==> src/rtl/turf_header_generator_v3.sv <==
// TURF event header builder: per-trigger metadata window, event record queue and AXI4-Stream header output.
// Build option TURF_HDR_DROPCNT_EN: implements the dropped-trigger counter and its trailer field.
module turf_header_generator_v3 #(
  parameter int          NUM_META     = 32,
  parameter int          META_BITS    = 8,
  parameter int          META_WINDOW  = 16,
  parameter int          HDR_QWORDS   = 16,
  parameter int          QUEUE_DEPTH  = 4,
  parameter logic [15:0] EVENT_FORMAT = 16'h4532,
  parameter logic [15:0] SURF_WORDS   = 16'd64
) (
  input  logic                          sysclk_i,
  input  logic                          sysrst_i,
  input  logic                          runrst_i,
  input  logic                          runstop_i,
  input  logic [3:0]                    tio_mask_i,
  input  logic [11:0]                   runcfg_i,
  input  logic                          trig_i,
  input  logic [NUM_META*META_BITS-1:0] metadata_i,
  input  logic [31:0]                   cur_sec_i,
  input  logic [31:0]                   cur_time_i,
  input  logic [31:0]                   last_pps_i,
  input  logic [31:0]                   llast_pps_i,
  output logic [63:0]                   m_thdr_tdata,
  output logic                          m_thdr_tvalid,
  input  logic                          m_thdr_tready,
  output logic                          m_thdr_tlast,
  output logic                          event_o,
  output logic [15:0]                   dropped_o,
  output logic                          busy_o
);
  localparam int MW      = NUM_META * META_BITS;
  localparam int META_QW = MW / 64;
  localparam int QIW     = $clog2(HDR_QWORDS);
  localparam int PW      = $clog2(QUEUE_DEPTH);
  localparam int CW      = PW + 1;
  localparam logic [6:0]     WIN_LAST = 7'(META_WINDOW - 1);
  localparam logic [QIW-1:0] Q_LAST   = QIW'(HDR_QWORDS - 1);
  localparam logic [CW-1:0]  Q_FULL   = CW'(QUEUE_DEPTH);

  typedef struct packed {
    logic [31:0]   evn;
    logic [31:0]   cur_sec;
    logic [31:0]   cur_time;
    logic [31:0]   last_pps;
    logic [31:0]   llast_pps;
    logic [MW-1:0] meta;
    logic [15:0]   cfg;
    logic [15:0]   drop;
  } rec_t;

  typedef enum logic {S_IDLE, S_SEND} state_t;

  function automatic logic [63:0] qword(input rec_t r, input logic [QIW-1:0] q);
    logic [63:0] w;
    int          qi;
    w  = '0;
    qi = int'(q);
    if (qi == 0)                   w = {r.evn, EVENT_FORMAT, 16'(HDR_QWORDS*4 - 1)};
    else if (qi == 1)              w = {r.cur_time, r.cur_sec};
    else if (qi == 2)              w = {r.llast_pps, r.last_pps};
    else if (qi == HDR_QWORDS - 1) w = {SURF_WORDS, r.cfg, r.drop, 16'h0};
    else
      for (int k = 0; k < META_QW; k++)
        if (qi == 3 + k) w = r.meta[k*64 +: 64];
    return w;
  endfunction

  logic              running_q, win_q, event_q;
  logic [15:0]       cfg_q;
  logic [6:0]        wcnt_q;
  logic [31:0]       evn_q, sec_q, time_q, lpps_q, llpps_q;
  logic [MW-1:0]     acc_q, acc_d;
  rec_t              mem_q [QUEUE_DEPTH];
  rec_t              new_rec, head;
  logic [PW-1:0]     wr_ptr_q, rd_ptr_q, rd_ptr_n;
  logic [CW-1:0]     count_q;
  state_t            state_q;
  logic [QIW-1:0]    qidx_q, qidx_n;
  logic              tvalid_q, tlast_q;
  logic [63:0]       tdata_q;
  logic [15:0]       drop_snap;

  logic ctl_ok, win_open, win_last, close, full, push, pop, keep;
  assign ctl_ok   = !runrst_i && !runstop_i;
  assign win_open = ctl_ok && running_q && !win_q && trig_i;
  assign win_last = win_q && (wcnt_q == WIN_LAST);
  assign close    = ctl_ok && win_last;
  assign full     = (count_q == Q_FULL);
  assign push     = close && !full;
  assign pop      = tvalid_q && m_thdr_tready && tlast_q;
  assign keep     = (state_q == S_SEND) && !pop;
  assign rd_ptr_n = pop ? rd_ptr_q + 1'b1 : rd_ptr_q;
  assign head     = mem_q[rd_ptr_q];
  assign qidx_n   = qidx_q + 1'b1;

  // First nonzero sample per slot wins; the trigger edge reloads every slot.
  always_comb begin
    acc_d = acc_q;
    for (int m = 0; m < NUM_META; m++)
      if (win_open || (win_q && acc_q[m*META_BITS +: META_BITS] == '0))
        acc_d[m*META_BITS +: META_BITS] = metadata_i[m*META_BITS +: META_BITS];
  end

  always_comb begin
    new_rec.evn       = evn_q;
    new_rec.cur_sec   = sec_q;
    new_rec.cur_time  = time_q;
    new_rec.last_pps  = lpps_q;
    new_rec.llast_pps = llpps_q;
    new_rec.meta      = acc_d;
    new_rec.cfg       = cfg_q;
    new_rec.drop      = drop_snap;
  end

`ifdef TURF_HDR_DROPCNT_EN
  function automatic logic [15:0] sat_add16(input logic [15:0] a, input logic [1:0] inc);
    logic [16:0] s;
    s = {1'b0, a} + 17'(inc);
    return s[16] ? 16'hFFFF : s[15:0];
  endfunction

  logic [15:0] drop_q;
  logic        drop_trig, drop_full;
  assign drop_trig = ctl_ok && win_q && trig_i;
  assign drop_full = close && full;
  assign drop_snap = drop_q;
  assign dropped_o = drop_q;

  always_ff @(posedge sysclk_i or posedge sysrst_i)
    if (sysrst_i)      drop_q <= '0;
    else if (runrst_i) drop_q <= '0;
    else               drop_q <= sat_add16(drop_q, 2'(drop_trig) + 2'(drop_full));
`else
  assign drop_snap = '0;
  assign dropped_o = '0;
`endif

  // Run control and metadata window
  always_ff @(posedge sysclk_i or posedge sysrst_i)
    if (sysrst_i) begin
      running_q <= 1'b0;
      cfg_q     <= '0;
      win_q     <= 1'b0;
      wcnt_q    <= '0;
      evn_q     <= '0;
      event_q   <= 1'b0;
    end else begin
      event_q <= push;
      if (runrst_i) begin
        running_q <= 1'b1;
        cfg_q     <= {tio_mask_i, runcfg_i};
        win_q     <= 1'b0;
        evn_q     <= '0;
      end else if (runstop_i) begin
        running_q <= 1'b0;
        win_q     <= 1'b0;
      end else if (win_q) begin
        if (win_last) win_q  <= 1'b0;
        else          wcnt_q <= wcnt_q + 7'd1;
        if (push) evn_q <= evn_q + 32'd1;
      end else if (win_open) begin
        win_q  <= 1'b1;
        wcnt_q <= 7'd1;
      end
    end

  always_ff @(posedge sysclk_i) begin
    acc_q <= acc_d;
    if (win_open) begin
      sec_q   <= cur_sec_i;
      time_q  <= cur_time_i;
      lpps_q  <= last_pps_i;
      llpps_q <= llast_pps_i;
    end
    if (push) mem_q[wr_ptr_q] <= new_rec;
  end

  // Record queue: a run reset keeps only a record whose packet has already started
  always_ff @(posedge sysclk_i or posedge sysrst_i)
    if (sysrst_i) begin
      wr_ptr_q <= '0;
      rd_ptr_q <= '0;
      count_q  <= '0;
    end else begin
      rd_ptr_q <= rd_ptr_n;
      if (runrst_i) begin
        wr_ptr_q <= keep ? rd_ptr_n + 1'b1 : rd_ptr_n;
        count_q  <= keep ? CW'(1) : '0;
      end else begin
        if (push) wr_ptr_q <= wr_ptr_q + 1'b1;
        if (push && !pop)      count_q <= count_q + 1'b1;
        else if (!push && pop) count_q <= count_q - 1'b1;
      end
    end

  // Output framing FSM
  always_ff @(posedge sysclk_i or posedge sysrst_i)
    if (sysrst_i) begin
      state_q  <= S_IDLE;
      qidx_q   <= '0;
      tvalid_q <= 1'b0;
      tlast_q  <= 1'b0;
      tdata_q  <= '0;
    end else begin
      case (state_q)
        S_IDLE:
          if (count_q != '0 && !runrst_i) begin
            state_q <= S_SEND;
            qidx_q  <= '0;
          end
        S_SEND:
          if (!tvalid_q) begin
            tvalid_q <= 1'b1;
            tdata_q  <= qword(head, '0);
            tlast_q  <= (Q_LAST == '0);
          end else if (m_thdr_tready) begin
            if (tlast_q) begin
              tvalid_q <= 1'b0;
              tlast_q  <= 1'b0;
              state_q  <= S_IDLE;
            end else begin
              tdata_q <= qword(head, qidx_n);
              tlast_q <= (qidx_n == Q_LAST);
              qidx_q  <= qidx_n;
            end
          end
        default: state_q <= S_IDLE;
      endcase
    end

  assign m_thdr_tdata  = tdata_q;
  assign m_thdr_tvalid = tvalid_q;
  assign m_thdr_tlast  = tlast_q;
  assign event_o       = event_q;
  assign busy_o        = win_q || (count_q != '0) || (state_q != S_IDLE);
endmodule

==> config.mk <==
export PLATFORM = sky130hd
export DESIGN_NAME = turf_header_generator_v3
export DESIGN_NICKNAME = d
export VERILOG_FILES = /design/src/rtl/turf_header_generator_v3.sv
export SDC_FILE = /design/constraint.sdc
export NUM_CORES = 2
export LEC_CHECK = 0
export CAP_MARGIN = 30
export CORE_ASPECT_RATIO = 0.8
export CORE_UTILIZATION = 64
export DETAILED_ROUTE_END_ITERATION = 6
export MAX_ROUTING_LAYER = met4
export PLACE_DENSITY = 0.85
export SYNTH_ARGS = -nofsm -noshare
export SYNTH_HDL_FRONTEND = slang
export SYNTH_SLANG_ARGS = --single-unit
==> constraint.sdc <==
create_clock -name sysclk_i -period 25 [get_ports sysclk_i]
set_input_delay 3.75 -clock sysclk_i [delete_from_list [all_inputs] [get_ports sysclk_i]]
set_output_delay 3.75 -clock sysclk_i [all_outputs]
set_load 0.05 [all_outputs]
==> results by group <==
Outcome
  – Status: complete, but fails checks
  – Violated checks: design-rule violations

Floorplan
  – IO Pins: just under 500
  – Total core area: between 100000 and 150000 µm²
  – Std cell rows: about 120
  – Die height: 326.6 µm
  – Die Area: roughly 130000 µm²
  – Initial Util: 0.6479
  – Horiz. Die Dim: ~410 µm

Synthesis
  – Post-synth EDFFs: between 1500 and 2000
  – Synth area leader: edfxtp_1
  – Synth top area share: 0.6614
  – Synth async-reset ratio: 0.06050
  – Top post-synthesis cells by count: 1856 x edfxtp_1, 430 x mux4_2, 272 x mux2_2
  – Post-synth cell types: 66
  – Post-Syn Area: 84270 µm²
  – Sequential share of the synthesized area: 0.7626
  – Synth area leaders: edfxtp_1 66%, mux4_2 11%, dfxtp_1 6.1%, dfrtp_1 4.0%, mux2_2 3.6%
  – Ys flop type: edfxtp_1
  – Cell count after synthesis: approximately 4200
  – Synthesized area per cell: approximately 20 µm²
  – Top-count cell post-synth: edfxtp_1
  – Synth warn: 0
  – #FFs+latches synth: about 2200

Setup path
  – Critical R2R Launch: wcnt_q[0]
  – Worst r2r dst: mem_q[2][95]
  – Req. time, crit path: between 20 and 30 ns
  – Crit. End Element: flip-flop
  – Crit path max-delay family: buffers and inverters
  – Critical Path Fanout Max: around 130
  – Most frequent CP cell: buf_4
  – Worst EP arrival: 9.01 ns
  – Kind of critical path: primary input to flip-flop
  – Cell Chain, Critical Path: buf_2 > buf_4 > or3b_1 > or4_1 > clkinv_1 > and2_4 > buf_4 > buf_12 > buf_4
  – CP max stage cell: buf_4
  – Reg-to-reg slack, setup: approximately 19 ns
  – Delay of the slowest critical-path stage: 0.87 ns
  – Worst Reg-to-Reg Cells: 8
  – Crit start category: primary input
  – Critical path buffers and inverters: 6

Placement
  – Dpl cell area: roughly 90000 µm²
  – GPL Wtd Cong: about 0.84
  – Pre-CTS WS: 15.59 ns
  – I/O Buffers: between 400 and 500
  – Hpwl dp: approximately 120000 µm

Global route
  – GRT Util Overall: 0.3306
  – Antenna violations before repair: 19
  – Global-route wire length before repair: a little over 300000 µm
  – Grt ovf: 0
  – Number of global-route vias before repair: 45880
  – Largest net degree at the start of global routing: about 150

Timing
  – Setup TNS: 0 ns
  – Setup violations, final: 0
  – Relative slew slack: 0.2636
  – RSZ-0062 raised after global routing: false
  – F_max: 0.1166 GHz
  – Clock Skew: ~0.036 ns
  – Final hold vios: 0
  – Least-Margin Pin Slew: 1.105 ns
  – Tmin final: between 8 and 9 ns
  – Worst Hold Slack: 0.5040 ns
  – Final WS setup: around 16 ns
  – Final period util: 0.3430
  – Final Slew Violations: 0

Min path
  – Hold Crit Depth: 0
  – Hold EP: mem_q[2][293]
  – Worst Hold Class: flip-flop to flip-flop
  – Worst Min Path Start: llpps_q[21]

Clock tree
  – Setup bufs post-CTS: 0
  – Total clock buffers created by CTS: approximately 200
  – CTS H-tree lvls: 4
  – Hold Buf Count CTS: 0
  – CTS tree: done
  – Clock Latency Late Sink: roughly 0.84 ns
  – Clock Root Buffer: clkbuf_16
  – Clock sink count: approximately 2200
  – Clock-pin slew on the worst setup and hold paths: about 0.060 ns
  – Clk buf depth: 3
  – PostCTS Resize Cnt: 0

Routing
  – Routed WL: 211400 µm
  – DR WL/cell: about 32 µm
  – Drc violations: 5
  – Vias per Instance: roughly 6.7
  – Total number of vias: roughly 45000
  – Iteration-0 DRC Markers: 5998
  – 1st-pass router iterations: 7
  – Post-route ant nets: 0

Layout
  – Layout cell share with drive strength beyond 1: 0.2258
  – Area Growth Syn to Fin: 15.76%
  – FILL cells: 6746
  – Final Cell Area: approximately 100000 µm²
  – NumNets Final: a little over 5000

Run
  – Max Cap Viol: 0

Power and ir drop
  – Power per cell area: roughly 110 nW/µm²
  – Maximum VDD drop: about 0.10 mV
  – LEAKAGE: 32.70 nW
[worst register-to-register path, cell delays in order, from the launching register on]
cell      delay (ns)
dfrtp_1         0.42
ha_1            0.26
or4b_1          0.56
or4_1           0.73
clkinv_1        0.36
and2_4          0.74
buf_4           0.93
buf_12          0.66
buf_4           0.93
[stage by stage]
step,power (W),utilization,cells
4_1_cts,0.01050,0.7493,6621
2_1_floorplan,0.006399,-,4230
3_5_place_dp,0.007399,0.6989,6250
5_1_grt,0.01081,0.7499,6632
6_report,0.01051,0.7500,6635
3_3_place_gp,0.007319,0.6986,6248
[layout by cell type (no fill, tap or decap), types with 39 or more instances in the layout]
master              n
edfxtp_1         1856
clkdlybuf4s50_1   472
mux4_2            430
mux2_2            272
dfxtp_1           256
clkbuf_16         199
nor2_1            162
dfrtp_1           133
a21oi_1           103
o21ai_0            83
nand2_1            63
buf_4              58
nand3_1            54
clkbuf_1           54
o211ai_1           51
a21o_1             39
clkinv_2           39
[flip-flops by register name, indices dropped and copies added (netlist names), 2 cells and up]
signal        count
llpps_q          32
qidx_q            4
cfg_q            16
count_q           3
lpps_q           32
acc_q           256
time_q           32
rd_ptr_q          2
sec_q            32
wr_ptr_q          2
mem_q          1728
wcnt_q            7
m_thdr_tdata     64
evn_q            32
[report_power, final]
part | internal, W | switching [W] | total (W) | leakage (nW)
logic | 0.00113 | 0.00171 | 0.00285 | 8.53
registers | 0.00437 | 0.000182 | 0.00456 | 20.9
clock network | 0.00175 | 0.00136 | 0.00311 | 3.23
total | 0.00726 | 0.00326 | 0.0105 | 32.7
[worst max path at each step]
stage                               to  slack (ns)     start  cells past startpoint
after floorplan            mem_q[0][0]        9.11  runrst_i                      7
after global placement    mem_q[2][24]       15.62  runrst_i                      9
after detailed placement  mem_q[2][24]       15.59  runrst_i                      9
after CTS                 mem_q[2][24]       16.43  runrst_i                      9
after global routing      mem_q[2][95]       16.19  runrst_i                      9
final                     mem_q[2][95]       16.42  runrst_i                      9
[per-layer routing]
layer / part of all wire / up-vias / GRT usage
met5: 0 / - / -
met4: 0.044 / 0 / 0.1378
met3: 0.10 / 508 / 0.05957
met2: 0.48 / 3048 / 0.5049
met1: 0.37 / 23020 / 0.4475
li1: - / 18190 / -
[layout make-up]
| type | instances | area, µm² | area share |
|---|---|---|---|
| Sequential cell | 2248 | 64270 | 0.6588 |
| Clock inverter | 91 | 1003 | 0.01029 |
| Clock buffer | 280 | 5554 | 0.05694 |
| Inverter | 15 | 61.31 | 0.0006285 |
| Tap cell | 1740 | 2177 | 0.02232 |
| Antenna cell | 11 | 27.53 | 0.0002822 |
| Timing Repair Buffer | 542 | 5408 | 0.05544 |
| Multi-Input combinational cell | 1708 | 19050 | 0.1953 |
[kinds of logic after synthesis]
family,share of synthesized area
AO/OA/AOI/OAI,0.04150
multiplexers,0.1520
adder cells (fa/ha/maj),0.001871
buffers and inverters,0.01347
XOR/XNOR,0.004469
other,0.00004450
AND/OR/NAND/NOR,0.02408
flip-flops,0.7626
Note: power is estimated with default switching activity, not from simulation.
